==> src/rtl/vga_timing_if.sv <==
// VGA raster timing bundle: sync, blank, pixel coordinates and frame-buffer address.
interface vga_timing_if #(
    parameter int ADDR_W = 19
);
    logic              hs;
    logic              vs;
    logic              blank_n;
    logic [ADDR_W-1:0] addr;
    logic [9:0]        x;
    logic [9:0]        y;
    logic              frame_start;

    modport master (
        output hs, vs, blank_n, addr, x, y, frame_start
    );

    modport slave (
        input hs, vs, blank_n, addr, x, y, frame_start
    );
endinterface

==> src/rtl/vga_timing_core.sv <==
// VGA raster timing core: free-running h/v counters, sync/blank decode,
// active-pixel coordinates and a row-major frame-buffer address.
module vga_timing_core #(
    parameter int H_TOTAL = 800,
    parameter int H_SYNC  = 96,
    parameter int H_BACK  = 48,
    parameter int H_FRONT = 16,
    parameter int V_TOTAL = 525,
    parameter int V_SYNC  = 2,
    parameter int V_BACK  = 33,
    parameter int V_FRONT = 10,
    parameter int ADDR_W  = 19
) (
    input  logic         iVGA_CLK,
    input  logic         iRST_n,
    vga_timing_if.master vga
);

    localparam logic [9:0] H_LAST = 10'(H_TOTAL - 1);
    localparam logic [9:0] V_LAST = 10'(V_TOTAL - 1);
    localparam logic [9:0] H_SW   = 10'(H_SYNC);
    localparam logic [9:0] V_SW   = 10'(V_SYNC);
    localparam logic [9:0] H_ACT0 = 10'(H_SYNC + H_BACK);
    localparam logic [9:0] H_ACT1 = 10'(H_TOTAL - H_FRONT);
    localparam logic [9:0] V_ACT0 = 10'(V_SYNC + V_BACK);
    localparam logic [9:0] V_ACT1 = 10'(V_TOTAL - V_FRONT);

    logic [9:0]        h_cnt;
    logic [9:0]        v_cnt;
    logic [ADDR_W-1:0] addr_q;
    logic              h_act;
    logic              v_act;
    logic              blank_n;
    logic              hs;
    logic              vs;

    always_ff @(posedge iVGA_CLK or negedge iRST_n) begin
        if (!iRST_n) begin
            h_cnt <= '0;
            v_cnt <= '0;
        end else if (h_cnt == H_LAST) begin
            h_cnt <= '0;
            v_cnt <= (v_cnt == V_LAST) ? '0 : v_cnt + 10'd1;
        end else begin
            h_cnt <= h_cnt + 10'd1;
        end
    end

    // Address clears in the HS/VS overlap so every frame starts at pixel 0.
    always_ff @(posedge iVGA_CLK or negedge iRST_n) begin
        if (!iRST_n) begin
            addr_q <= '0;
        end else if (!hs && !vs) begin
            addr_q <= '0;
        end else if (blank_n) begin
            addr_q <= addr_q + 1'b1;
        end
    end

    always_comb begin
        hs      = (h_cnt >= H_SW);
        vs      = (v_cnt >= V_SW);
        h_act   = (h_cnt >= H_ACT0) && (h_cnt < H_ACT1);
        v_act   = (v_cnt >= V_ACT0) && (v_cnt < V_ACT1);
        blank_n = h_act && v_act;
    end

    assign vga.hs          = hs;
    assign vga.vs          = vs;
    assign vga.blank_n     = blank_n;
    assign vga.addr        = addr_q;
    assign vga.x           = blank_n ? h_cnt - H_ACT0 : '0;
    assign vga.y           = blank_n ? v_cnt - V_ACT0 : '0;
    assign vga.frame_start = (h_cnt == '0) && (v_cnt == '0);

endmodule

==> src/flat_wrapper.sv <==
// flat-port wrapper written by rule: the top's interface ports become plain ports
module vga_timing_core_flat 
#(
    parameter int H_TOTAL = 800,
    parameter int H_SYNC  = 96,
    parameter int H_BACK  = 48,
    parameter int H_FRONT = 16,
    parameter int V_TOTAL = 525,
    parameter int V_SYNC  = 2,
    parameter int V_BACK  = 33,
    parameter int V_FRONT = 10,
    parameter int ADDR_W  = 19
)
  (iVGA_CLK, iRST_n, vga_hs, vga_vs, vga_blank_n, vga_addr, vga_x, vga_y, vga_frame_start);
  vga_timing_if #(.ADDR_W(ADDR_W)) vga_i ();
  input  logic iVGA_CLK;
  input  logic iRST_n;
  output wire logic [$bits(vga_i.hs)-1:0] vga_hs;
  output wire logic [$bits(vga_i.vs)-1:0] vga_vs;
  output wire logic [$bits(vga_i.blank_n)-1:0] vga_blank_n;
  output wire logic [$bits(vga_i.addr)-1:0] vga_addr;
  output wire logic [$bits(vga_i.x)-1:0] vga_x;
  output wire logic [$bits(vga_i.y)-1:0] vga_y;
  output wire logic [$bits(vga_i.frame_start)-1:0] vga_frame_start;
  assign vga_hs = vga_i.hs;
  assign vga_vs = vga_i.vs;
  assign vga_blank_n = vga_i.blank_n;
  assign vga_addr = vga_i.addr;
  assign vga_x = vga_i.x;
  assign vga_y = vga_i.y;
  assign vga_frame_start = vga_i.frame_start;
  vga_timing_core #(.H_TOTAL(H_TOTAL), .H_SYNC(H_SYNC), .H_BACK(H_BACK), .H_FRONT(H_FRONT), .V_TOTAL(V_TOTAL), .V_SYNC(V_SYNC), .V_BACK(V_BACK), .V_FRONT(V_FRONT), .ADDR_W(ADDR_W)) u_core (.iVGA_CLK(iVGA_CLK), .iRST_n(iRST_n), .vga(vga_i));
endmodule
==> config.mk <==
export PLATFORM = sky130hd
export DESIGN_NAME = vga_timing_core_flat
export DESIGN_NICKNAME = d
export VERILOG_FILES = /design/src/rtl/vga_timing_if.sv /design/src/rtl/vga_timing_core.sv /design/src/flat_wrapper.sv
export SDC_FILE = /design/constraint.sdc
export NUM_CORES = 1
export LEC_CHECK = 0
export CORE_ASPECT_RATIO = 0.7
export CORE_MARGIN = 2
export CORE_UTILIZATION = 40
export CTS_BUF_LIST = sky130_fd_sc_hd__clkbuf_8
export DETAILED_ROUTE_END_ITERATION = 6
export SYNTH_ARGS = -nofsm -noshare
export SYNTH_HDL_FRONTEND = slang
export SYNTH_SLANG_ARGS = --single-unit
==> constraint.sdc <==
create_clock -name iVGA_CLK -period 3.3 [get_ports iVGA_CLK]
set_input_delay 0.825 -clock iVGA_CLK [delete_from_list [all_inputs] [get_ports iVGA_CLK]]
set_output_delay 0.825 -clock iVGA_CLK [all_outputs]
set_load 0.01 [all_outputs]
# Yosys cells after proc, flatten, opt, wreduce, memory -nomap -nowiden
# Index checks and enable logic that the tools add are counted.
[word_totals]
regBits = 39
in_bits = 2
out_inout_bits = 43
elab_cells = 32
[op_classes]
addsub = 5
order_cmp = 6
n_eq_ne = 2
mux = 6
n_reduce_logical = 10
[ops]
columns = ["operator", "count"]
rows = [
  ["$mux 10", 4],
  ["$mux 19", 2],
  ["$add 10x1->10 const B", 2],
  ["$eq 10x10->1 const B", 2],
  ["$logic_not 10->1", 2],
  ["$lt 10x10->1 const B", 2],
  ["$add 19x1->19 const B", 1],
  ["$ge 10x2->1 const B", 1],
  ["$ge 10x6->1 const B", 1],
  ["$ge 10x7->1 const B", 1],
  ["$ge 10x8->1 const B", 1],
  ["$sub 10x6->10 const B", 1],
  ["$sub 10x8->10 const B", 1],
  ["$logic_and 1x1->1", 5],
  ["$logic_not 1->1", 2],
  ["$reduce_bool 2->1", 1],
]

# Logic depth before layout (Yosys ltp)
# Gate-level depths: netlist of run 1.
[logic_depth]
depth_word = 5
depth_mapped = 9
ltp_nobuf = 8

# Worst setup path before layout of run 1
# Ideal clock, no wire load.
[synth_path]
path_type = "register to output"
startpoint = "register u_core.v_cnt[0]"
endpoint = "output vga_x[8]"
arrival_ns = 1.908
required_time_ns = 2.475
path_slack_ns = 0.567
path_stages_with_launch = 9
n_path_buf = 3
cell_sequence = "dfrtp_1 > ha_1 > o41ai_4 > a21oi_2 > o211ai_4 > buf_6 > buf_6 > buf_4 > nor2_1"
[synth_between]
elab_chain_cells = 4
word_cells_on_any_way = 5
classes_between = "2 x order compare; 1 x mux; 2 x reduce/logical"
[synth_rtl]
columns = ["item", "line_no", "rtl"]
rows = [
  ["start, declared", "vga_timing_core.sv:29", "logic [9:0] v_cnt;"],
  ["start signal, assigned", "vga_timing_core.sv:43", "v_cnt <= (v_cnt == V_LAST) ? '0 : v_cnt + 10'd1;"],
  ["$ge 10x6->1 or $lt 10x10->1 (tied branches)", "vga_timing_core.sv:64", "v_act = (v_cnt >= V_ACT0) && (v_cnt < V_ACT1);"],
  ["$logic_and 1x1->1 *", "vga_timing_core.sv:64", ""],
  ["$logic_and 1x1->1 *", "vga_timing_core.sv:65", "blank_n = h_act && v_act;"],
  ["$mux 10 *", "vga_timing_core.sv:72", "assign vga.x = blank_n ? h_cnt - H_ACT0 : '0;"],
  ["end, declared", "flat_wrapper.sv:22", "output wire logic [$bits(vga_i.x)-1:0] vga_x;"],
]
# Every way passes the cells marked *; elsewhere a longest branch is shown, timed or not.

# Worst setup path in the final report of run 1
[layout_path]
startpoint = "register u_core.v_cnt[5]"
endpoint = "output vga_y[6]"
[layout_between]
elab_chain_cells = 4
word_cells_on_any_way = 6
classes_between = "1 x add/sub; 2 x order compare; 1 x mux; 2 x reduce/logical"
[layout_rtl]
columns = ["item", "line_no", "rtl"]
rows = [
  ["$ge 10x6->1 or $lt 10x10->1 (tied branches)", "vga_timing_core.sv:64", ""],
  ["$logic_and 1x1->1", "vga_timing_core.sv:64", ""],
  ["$logic_and 1x1->1", "vga_timing_core.sv:65", ""],
  ["$mux 10 *", "vga_timing_core.sv:73", "assign vga.y = blank_n ? v_cnt - V_ACT0 : '0;"],
  ["end, declared", "flat_wrapper.sv:23", "output wire logic [$bits(vga_i.y)-1:0] vga_y;"],
]
# Marks and branches as above.

==> results of run 1 <==
per-layer routing:
| metal | GRT usage | share of wire | vias to the layer above |
|---|---|---|---|
| li1 | - | - | 1192 |
| met1 | 0.303 | 0.51 | 1127 |
| met2 | 0.266 | 0.43 | 55 |
| met3 | 0.0390 | 0.054 | 7 |
| met4 | 0.0502 | 0.0098 | 0 |
| met5 | 0 | 0 | - |
state kept, by name (all words and copies together) (netlist names):
signal           cells
u_core.h_cnt        10
u_core.vga.addr     19
u_core.v_cnt        10
worst min-delay path: cells and delay by family, from the launching register on:
family | cells | cell delay, ns
flops | 1 | 0.35
simple gates | 1 | 0.04
buf+inv | 1 | 0.13
power by group:
| group | internal, mW | switching [mW] | leakage [nW] |
|---|---|---|---|
| Sequential | 0.477 | 0 | 0.527 |
| Combinational | 0.000428 | 0.00927 | 1.01 |
| Clock | 0.245 | 0.180 | 0.0612 |
| Total | 0.723 | 0.189 | 1.60 |
cell type report:
cell class	count	area [um2]
Fill cell	607	2830
Multi-Input combinational cell	224	1480
Sequential cell	39	978
Timing Repair Buffer	73	686
Tap cell	78	97.6
Clock buffer	6	82.6
Inverter	13	51.3
Clock inverter	2	35.0
cells in the final DEF, fill, tap and decap left out, types with 4 or more instances in the layout:
master	n
or4_1	7
a21oi_1	16
o211ai_1	4
inv_1	10
o21ai_1	5
xor2_1	4
and2_1	5
or3_1	9
ha_1	9
dfrtp_1	37
o21ai_0	10
nand4_1	7
nor2_1	25
nand3_1	18
o31ai_1	10
nor4_1	5
xnor2_1	13
nand2_1	25
clkdlybuf4s50_1	33
nor3_1	11
clkbuf_8	6
dlymetal6s2s_1	9
and3_1	4
buf_4	27
how the worst max path moves through the flow:
stage / endpoint / slack, ns / cells after the start
final: vga_y[6] / 0.09 / 6
after global routing: vga_x[0] / -0.02 / 6
after CTS: vga_x[6] / 0.002 / 8
after detailed placement: vga_y[5] / 0.20 / 8
after global placement: vga_y[5] / 0.26 / 8
after floorplan: vga_x[8] / 0.57 / 8
what timing repair did:
item	in CTS	in global routing
hold buffers	0	0
setup buffers	2	9
resized for setup	5	17
pin swaps	1	3
setup endpoints to repair	15	18
cell families after synthesis:
family | share of synthesized area
multiplexers | 0.00387
flip-flops | 0.377
buffers and inverters | 0.0556
AND/OR/NAND/NOR | 0.275
AO/OA/AOI/OAI | 0.177
adder cells (fa/ha/maj) | 0.0532
XOR/XNOR | 0.0576
==> results.toml, run 1 <==
[outcome]
status = "completed"

[critical_path]
ff2ff_path_depth = 8
critical_path_required_ns = 2.47
cp.buffers_inverters = 2
reg2reg_slack_ns = 0.86
cp_max_fo = 12
crit_start = "u_core.v_cnt[5]$_DFFE_PN0N_"
cp_top_family = "simple AND/OR/NAND/NOR gates"
end_kind = "output pin"
cpPeakStageDelay_ns = 0.54
crit_type = "reg -> out"
crit_path_cell_trace = "nor4_4 > and4b_4 > o211ai_4 > buf_8 > nor2_1 > clkdlybuf4s50_1"
arrival_ns = 2.39
cp_slowest_cell = "clkdlybuf4s50_1"
r2r_end = "u_core.vga.addr[12]$_DFFE_PN0P_"
critPathLaunchType = "flip-flop"
r2r-start = "u_core.v_cnt[5]$_DFFE_PN0N_"

[synth]
synth.avg_cell_area_um2 = 8.89
ys_types = 53
yosysMostFrequentCell = "dfrtp_1"
async_reset_ff_frac = 1.00
synthCells = 291
ys_ff_latch = 39
yosysTopAreaCell = "dfrtp_1"
synth_top_area_frac = 0.377
synth_fp_nets = 304
ys_warn_count = 0
synth_area_leaders = "dfrtp_1, ha_1, xnor2_1, nand2_1, nor2_1"
synthTopCellsByCount = "dfrtp_1, nand2_1, nor2_1"
ys_seq_area_frac = 0.377
netlist_area_um2 = 2590
synth_flop_cell = "dfrtp_1"
synth-edff-count = 0

[timing]
max_freq_mhz = 311
setup_slack_ns = 0.0896
fin_skew_ns = 0.00560
finalSetupViolCount = 0
slew_headroom = 0.402
finalHoldWorstSlack_ns = 0.550
worstMarginPinSlew_ns = 0.897
fin_setup_tns_ns = 0
post-route-period-util = 0.973
finalCriticalPeriod_ns = 3.21
finalMaxSlewViolations = 0
hold_viol = 0

[clock_tree]
cts_buffers = 5
cts_buffer_depth = 2
cts_tree = "built"
htree_levels = 2
clock_latency_ns = 0.30
cts.clk_slew.worst_paths_ns = 0.08
root_buffer = "clkbuf_8"
cts.sinks = 39

[finish]
drive_gt1_frac = 0.154
final_net_count = 369
design_area_um2 = 3410
fin_cells = 435
area_growth_pct = 32.0
post-route-util = 0.546
diodes = 0

[floorplan]
io_pins = 45
chipHeight_um = 71.3
num_rows = 24
initial_core_util = 0.414
core_um2 = 6250
die_w_um = 100
die_area_um2 = 7130

[pwr]
leakagePower_nw = 1.60
peakVddDrop_mv = 0.131
powerDensity_nw_per_um2 = 267
power_mw = 0.912

[global_routing]
grt_pass1_vias = 2155
antenna_found_initial = 0
grt_pass1_wl_um = 10700
grt.overflow.total = 0
grt_max_degree = 40
track_usage = 0.192

[job]
maxCapViolCount = 0

[place]
place.gp.congestion = 0.861
dp_hpwl_um = 4670
place_inst = 416
pre_cts_ws_ns = 0.196
place_area_um2 = 3160
io_buffers = 44

[detailed_routing]
vias = 2381
drt_iter0_markers = 117
totalWireLength_um = 6510
viasPerCell = 5.47
wl_per_cell_um = 15.0
first_pass_iters = 5
drcViolationCount = 0
ant_nets = 0

[worst_hold_path]
min_from = "u_core.h_cnt[0]$_DFF_PN0_"
hold_class = "reg -> reg"
hold_path_end = "u_core.h_cnt[0]$_DFF_PN0_"
whs_path_depth = 2
Note: power is estimated with default switching activity, not from simulation.
==> run 2: changes to the inputs <==
- CORE_UTILIZATION: 40 -> 55
- PLACE_DENSITY: not set -> 0.83
==> run 2 against run 1 <==
Via count rose by 5.5%. Count of clock-buffer cells in the layout rose by 1. Core utilization rose by 21 points. Worst setup slack better by 0.0017 ns. Sequential share of layout area is 0.64 points higher. Maximum frequency about the same. Sequential cell count unchanged. Design area fell by 2.1%. Combinational power down 3.1%. Largest cell class unchanged. Die area decreased by 26%. Critical path type unchanged. Routed wire length increased by 4.7%. Sequential power about the same.
==> results.toml, run 2 (same netlist as run 1, synthesis figures left out) <==
[detailed_routing]
drcViolationCount = 0
totalWireLength_um = 6820
drt_iter0_markers = 182
wl_per_cell_um = 16.7
vias = 2511
viasPerCell = 6.15
ant_nets = 0
first_pass_iters = 5

[pwr]
p_comb_frac = 0.011
power_mw = 0.852
powerDensity_nw_per_um2 = 255
p_clk_frac = 0.428
swShare = 0.216
leakagePower_nw = 1.69
peakVddDrop_mv = 0.207
power_frac_seq = 0.561
p_switching_mw = 0.184
internal_power_mw = 0.668

[clock_tree]
cts.sinks = 39
cts.clk_slew.worst_paths_ns = 0.07
cts_buffers = 5
cts_tree = "built"
clock_latency_ns = 0.30
ctsHoldBuffers = 0
htree_levels = 2
cts_buffer_depth = 2
root_buffer = "clkbuf_8"

[floorplan]
num_rows = 20
die_area_um2 = 5280
core_um2 = 4430
die_w_um = 86.0
initial_core_util = 0.584
chipHeight_um = 61.4
io_pins = 45

[timing]
fin_setup_tns_ns = 0
finalCriticalPeriod_ns = 3.21
slew_headroom = 0.396
fin_skew_ns = 0.00798
finalMaxSlewViolations = 0
max_freq_mhz = 312
hold_viol = 0
finalSetupViolCount = 0
setup_slack_ns = 0.0913
post-route-period-util = 0.972
worstMarginPinSlew_ns = 0.906

[finish]
drive_gt1_frac = 0.144
largest_reg_flops = 19
post-route-util = 0.755
layout_commonest_cell = "dfrtp_1"
final_net_count = 365
diodes = 0
fill_cells = 316
area_growth_pct = 29.3
design_area_um2 = 3340
layout_common_cells = "dfrtp_1, nor2_1, nand2_1"

[worst_hold_path]
hold_class = "reg -> reg"

[global_routing]
grt_pass1_wl_um = 11200
grt_max_degree = 40
grt_pass1_vias = 2199
track_usage = 0.280
grt.overflow.total = 0
antenna_found_initial = 0

[critical_path]
crit_type = "reg -> out"
critPathLaunchType = "flip-flop"
critical_path_required_ns = 2.47
arrival_ns = 2.38
end_kind = "output pin"
cp_max_fo = 4

[place]
place_area_um2 = 3120
dp_hpwl_um = 4780
io_buffers = 44
place.gp.congestion = 0.883
pre_cts_ws_ns = 0.204

[outcome]
status = "completed"

[job]
maxCapViolCount = 0
==> run 2: cell types whose count changed in the layout (fill, tap and decap cells not counted), moves of 4 or more <==
cell	previous run	this run
dlymetal6s2s_1	9	14
clkdlybuf4s50_1	33	23
buf_4	27	23
dlygate4sd2_1	1	5
==> run 2: per-stage QoR <==
step | hold WS [ns] | std cells
CTS | 0.522 | 405
global route | 0.583 | 408
floorplan | 0.468 | 291
global placement | 0.481 | 391
finish | 0.561 | 408
detailed placement | 0.512 | 391
==> run 2: power by group through the flow <==
stage | logic (mW) | registers, mW | clock network, mW
2_1_floorplan | 0.000000615 | 0.487 | 0
3_3_place_gp | 0.0103 | 0.487 | 0
3_5_place_dp | 0.0101 | 0.487 | 0
4_1_cts | 0.0101 | 0.477 | 0.367
5_1_grt | 0.0117 | 0.477 | 0.393
6_report | 0.00940 | 0.477 | 0.365
==> run 2: final timing paths <==
kind,slack (ns),to,cells past startpoint,start
max reg2reg,0.68,u_core.vga.addr[18]$_DFFE_PN0P_,6,u_core.h_cnt[7]$_DFF_PN0_
min reg2reg,0.56,u_core.vga.addr[3]$_DFFE_PN0P_,1,u_core.vga.addr[3]$_DFFE_PN0P_
max in group asynchronous,2.06,u_core.v_cnt[6]$_DFFE_PN0N_,1,iRST_n
max,0.09,vga_x[7],9,u_core.h_cnt[4]$_DFF_PN0_
min in group asynchronous,0.64,u_core.h_cnt[2]$_DFF_PN0_,1,iRST_n
min,0.56,u_core.vga.addr[3]$_DFFE_PN0P_,1,u_core.vga.addr[3]$_DFFE_PN0P_
==> run 2: final cells by class <==
type | instances | area (um2) | area share
clock inverter | 1 | 7.51 | 0.00225
inverter | 13 | 51.3 | 0.0153
multi-input combinational | 224 | 1480 | 0.443
timing repair buffer | 69 | 659 | 0.197
tap | 55 | 68.8 | 0.0206
sequential | 39 | 980 | 0.293
clock buffer | 7 | 96.3 | 0.0288
==> run 2: worst max-delay path, stage by stage, from the launching register on <==
cell and delay (ns):
dfrtp_1 0.43, inv_2 0.12, ha_1 0.21, inv_1 0.08
o311ai_4 0.28, o211ai_4 0.17, buf_4 0.19, buf_4 0.13
nor3_1 0.22, clkdlybuf4s15_1 0.27
==> run 2: timing repair <==
action,in CTS,in global routing
gates resized for setup,15,18
gates cloned,1,0
pin swaps,4,4
setup endpoints to repair,19,18
buffers inserted,5,3
==> run 2: metal layers <==
layer / part of all wire / track usage / up-vias / wire [um]
met5: 0 / 0 / - / 0
met4: 0.0072 / 0.0544 / 0 / 49
met3: 0.078 / 0.0684 / 7 / 534
met2: 0.46 / 0.434 / 116 / 3120
met1: 0.46 / 0.406 / 1207 / 3120
li1: - / - / 1181 / -
==> run 3: changes to the inputs <==
- PLACE_DENSITY: 0.83 -> 0.88
==> run 3 against run 2 <==
Design area shrank 0.82%. First-iteration DRC count grew 38%. Die area is the same. Combinational power shrank 1%. Highest routed layer unchanged. Critical path type unchanged. Largest cell class unchanged. Via count shrank 0.76%. Core utilization shrank 0.62 points. Register-to-register slack gained 0.30 ns. Count of clock-buffer cells in the layout shrank 2. Total power shrank 6.2%. Clock power shrank 15%. Non-clock buffer count shrank 4. Routed wire length is essentially flat.
==> results.toml, run 3 (same netlist as run 1, synthesis figures left out) <==
[floorplan]
core_um2 = 4430
chipHeight_um = 61.4
die_w_um = 86.0
io_pins = 45
initial_core_util = 0.584
num_rows = 20
die_area_um2 = 5280

[pwr]
peakVddDrop_mv = 0.224
swShare = 0.224
internal_power_mw = 0.620
leakagePower_nw = 1.60
power_frac_seq = 0.597
p_switching_mw = 0.179
p_clk_frac = 0.391
p_comb_frac = 0.012
powerDensity_nw_per_um2 = 241
power_mw = 0.799

[critical_path]
cpPeakStageDelay_ns = 0.56
crit_type = "reg -> out"
cp_slowest_cell = "clkdlybuf4s50_1"
r2r-start = "u_core.h_cnt[0]$_DFF_PN0_"
critPathLaunchType = "flip-flop"
end_kind = "output pin"
cp_max_fo = 8
reg2reg_slack_ns = 0.98
r2r_end = "u_core.v_cnt[5]$_DFFE_PN0N_"
arrival_ns = 2.44
critical_path_required_ns = 2.47
crit_path_cell_trace = "inv_1 > ha_1 > nor3b_2 > a221o_1 > o211ai_4 > buf_6 > nor2_1 > clkdlybuf4s50_1"
ff2ff_path_depth = 7

[worst_hold_path]
hold_path_end = "u_core.h_cnt[0]$_DFF_PN0_"
hold_class = "reg -> reg"
min_from = "u_core.h_cnt[0]$_DFF_PN0_"
whs_path_depth = 1

[place]
io_buffers = 44
place.gp.congestion = 0.919
place_inst = 393
place_area_um2 = 3130
dp_hpwl_um = 4730

[timing]
finalMaxSlewViolations = 0
rsz0062_at_grt = "yes"
finalHoldWorstSlack_ns = 0.518
max_freq_mhz = 307
worstMarginPinSlew_ns = 0.862
slew_headroom = 0.425
fin_skew_ns = 0.00694
hold_viol = 0
finalCriticalPeriod_ns = 3.26
fin_setup_tns_ns = 0
finalSetupViolCount = 0
post-route-period-util = 0.989

[clock_tree]
root_buffer = "clkbuf_8"
cts.clk_slew.worst_paths_ns = 0.08
cts.sinks = 39
clock_latency_ns = 0.30
cts_tree = "built"
htree_levels = 2
cts_buffer_depth = 2
cts_buffers = 5

[detailed_routing]
drt_iter0_markers = 252
vias = 2492
viasPerCell = 6.17
totalWireLength_um = 6820
ant_nets = 0
wl_per_cell_um = 16.9
first_pass_iters = 4
drcViolationCount = 0

[job]
maxCapViolCount = 0

[finish]
final_net_count = 361
area_growth_pct = 28.2
largest_reg_flops = 19
design_area_um2 = 3320
layout_common_cells = "dfrtp_1, clkdlybuf4s50_1, nor2_1, nand2_1, nand3_1"
diodes = 0
layout_commonest_cell = "dfrtp_1"
fin_cells = 404
drive_gt1_frac = 0.132

[outcome]
status = "completed"

[global_routing]
grt_pass1_vias = 2291
track_usage = 0.270
antenna_found_initial = 0
grt_max_degree = 40
grt.overflow.total = 0
grt_pass1_wl_um = 10900
-- run 3: cell types whose count changed in the layout (fill, tap and decap cells not counted), moves of 2 or more --
cell	before	now
clkdlybuf4s50_1	23	31
nor3_1	11	9
buf_4	23	17
dlygate4sd2_1	5	2
inv_1	10	12
dlymetal6s2s_1	14	10
clkbuf_8	7	5
nor3_2	1	3
-- run 3: area by class of cell --
| cell class | instances | area [um2] |
|---|---|---|
| clock inverter | 3 | 12.5 |
| tap | 55 | 68.8 |
| timing repair buffer | 65 | 653 |
| multi-input combinational | 224 | 1480 |
| clock buffer | 5 | 68.8 |
| fill | 315 | 1110 |
| sequential | 39 | 980 |
| inverter | 13 | 51.3 |
-- run 3: worst max path at each step --
| stage | endpoint | start | slack [ns] |
|---|---|---|---|
| floorplan | vga_x[8] | u_core.v_cnt[0]$_DFFE_PN0N_ | 0.57 |
| global placement | vga_x[7] | u_core.h_cnt[0]$_DFF_PN0_ | 0.29 |
| detailed placement | vga_x[6] | u_core.h_cnt[0]$_DFF_PN0_ | 0.21 |
| CTS | vga_y[1] | u_core.h_cnt[0]$_DFF_PN0_ | -0.05 |
| global route | vga_x[1] | u_core.h_cnt[0]$_DFF_PN0_ | -0.07 |
| finish | vga_x[1] | u_core.h_cnt[0]$_DFF_PN0_ | 0.04 |
-- run 3: power groups by stage --
stage                     sequential, mW  combinational (mW)  clock (mW)
after detailed placement           0.487              0.0100           0
final                              0.477             0.00930       0.312
after global routing               0.477              0.0115       0.337
after floorplan                    0.487         0.000000615           0
after CTS                          0.477              0.0100       0.315
after global placement             0.487              0.0101           0
-- run 3: repair_timing --
action	CTS	global route
pin swaps	1	2
gates resized for setup	4	22
gates cloned	0	1
buffers inserted	0	2
hold buffers	0	0
endpoints found under the setup margin	18	17
-- run 3: layer usage --
metal  share of wire  track usage  up-vias
met5               0            0        -
met2            0.46        0.419      119
met3           0.076       0.0643        7
li1                -            -     1169
met4           0.010       0.0952        0
met1            0.46        0.378     1197
-- run 3: stage by stage --
step	utilization	setup slack, ns
floorplan	-	0.567
global route	0.749	-0.0696
finish	0.749	0.0378
CTS	0.727	-0.0517
detailed placement	0.707	0.208
global placement	0.707	0.293
-- run 3: worst max-delay path: cells and delay by family, from the launching register on --
family | cells | cell delay [ns]
AO/OA/AOI/OAI | 2 | 0.41
adder cells (fa/ha/maj) | 1 | 0.14
buffers and inverters | 3 | 0.84
flip-flops | 1 | 0.43
AND/OR/NAND/NOR | 2 | 0.31
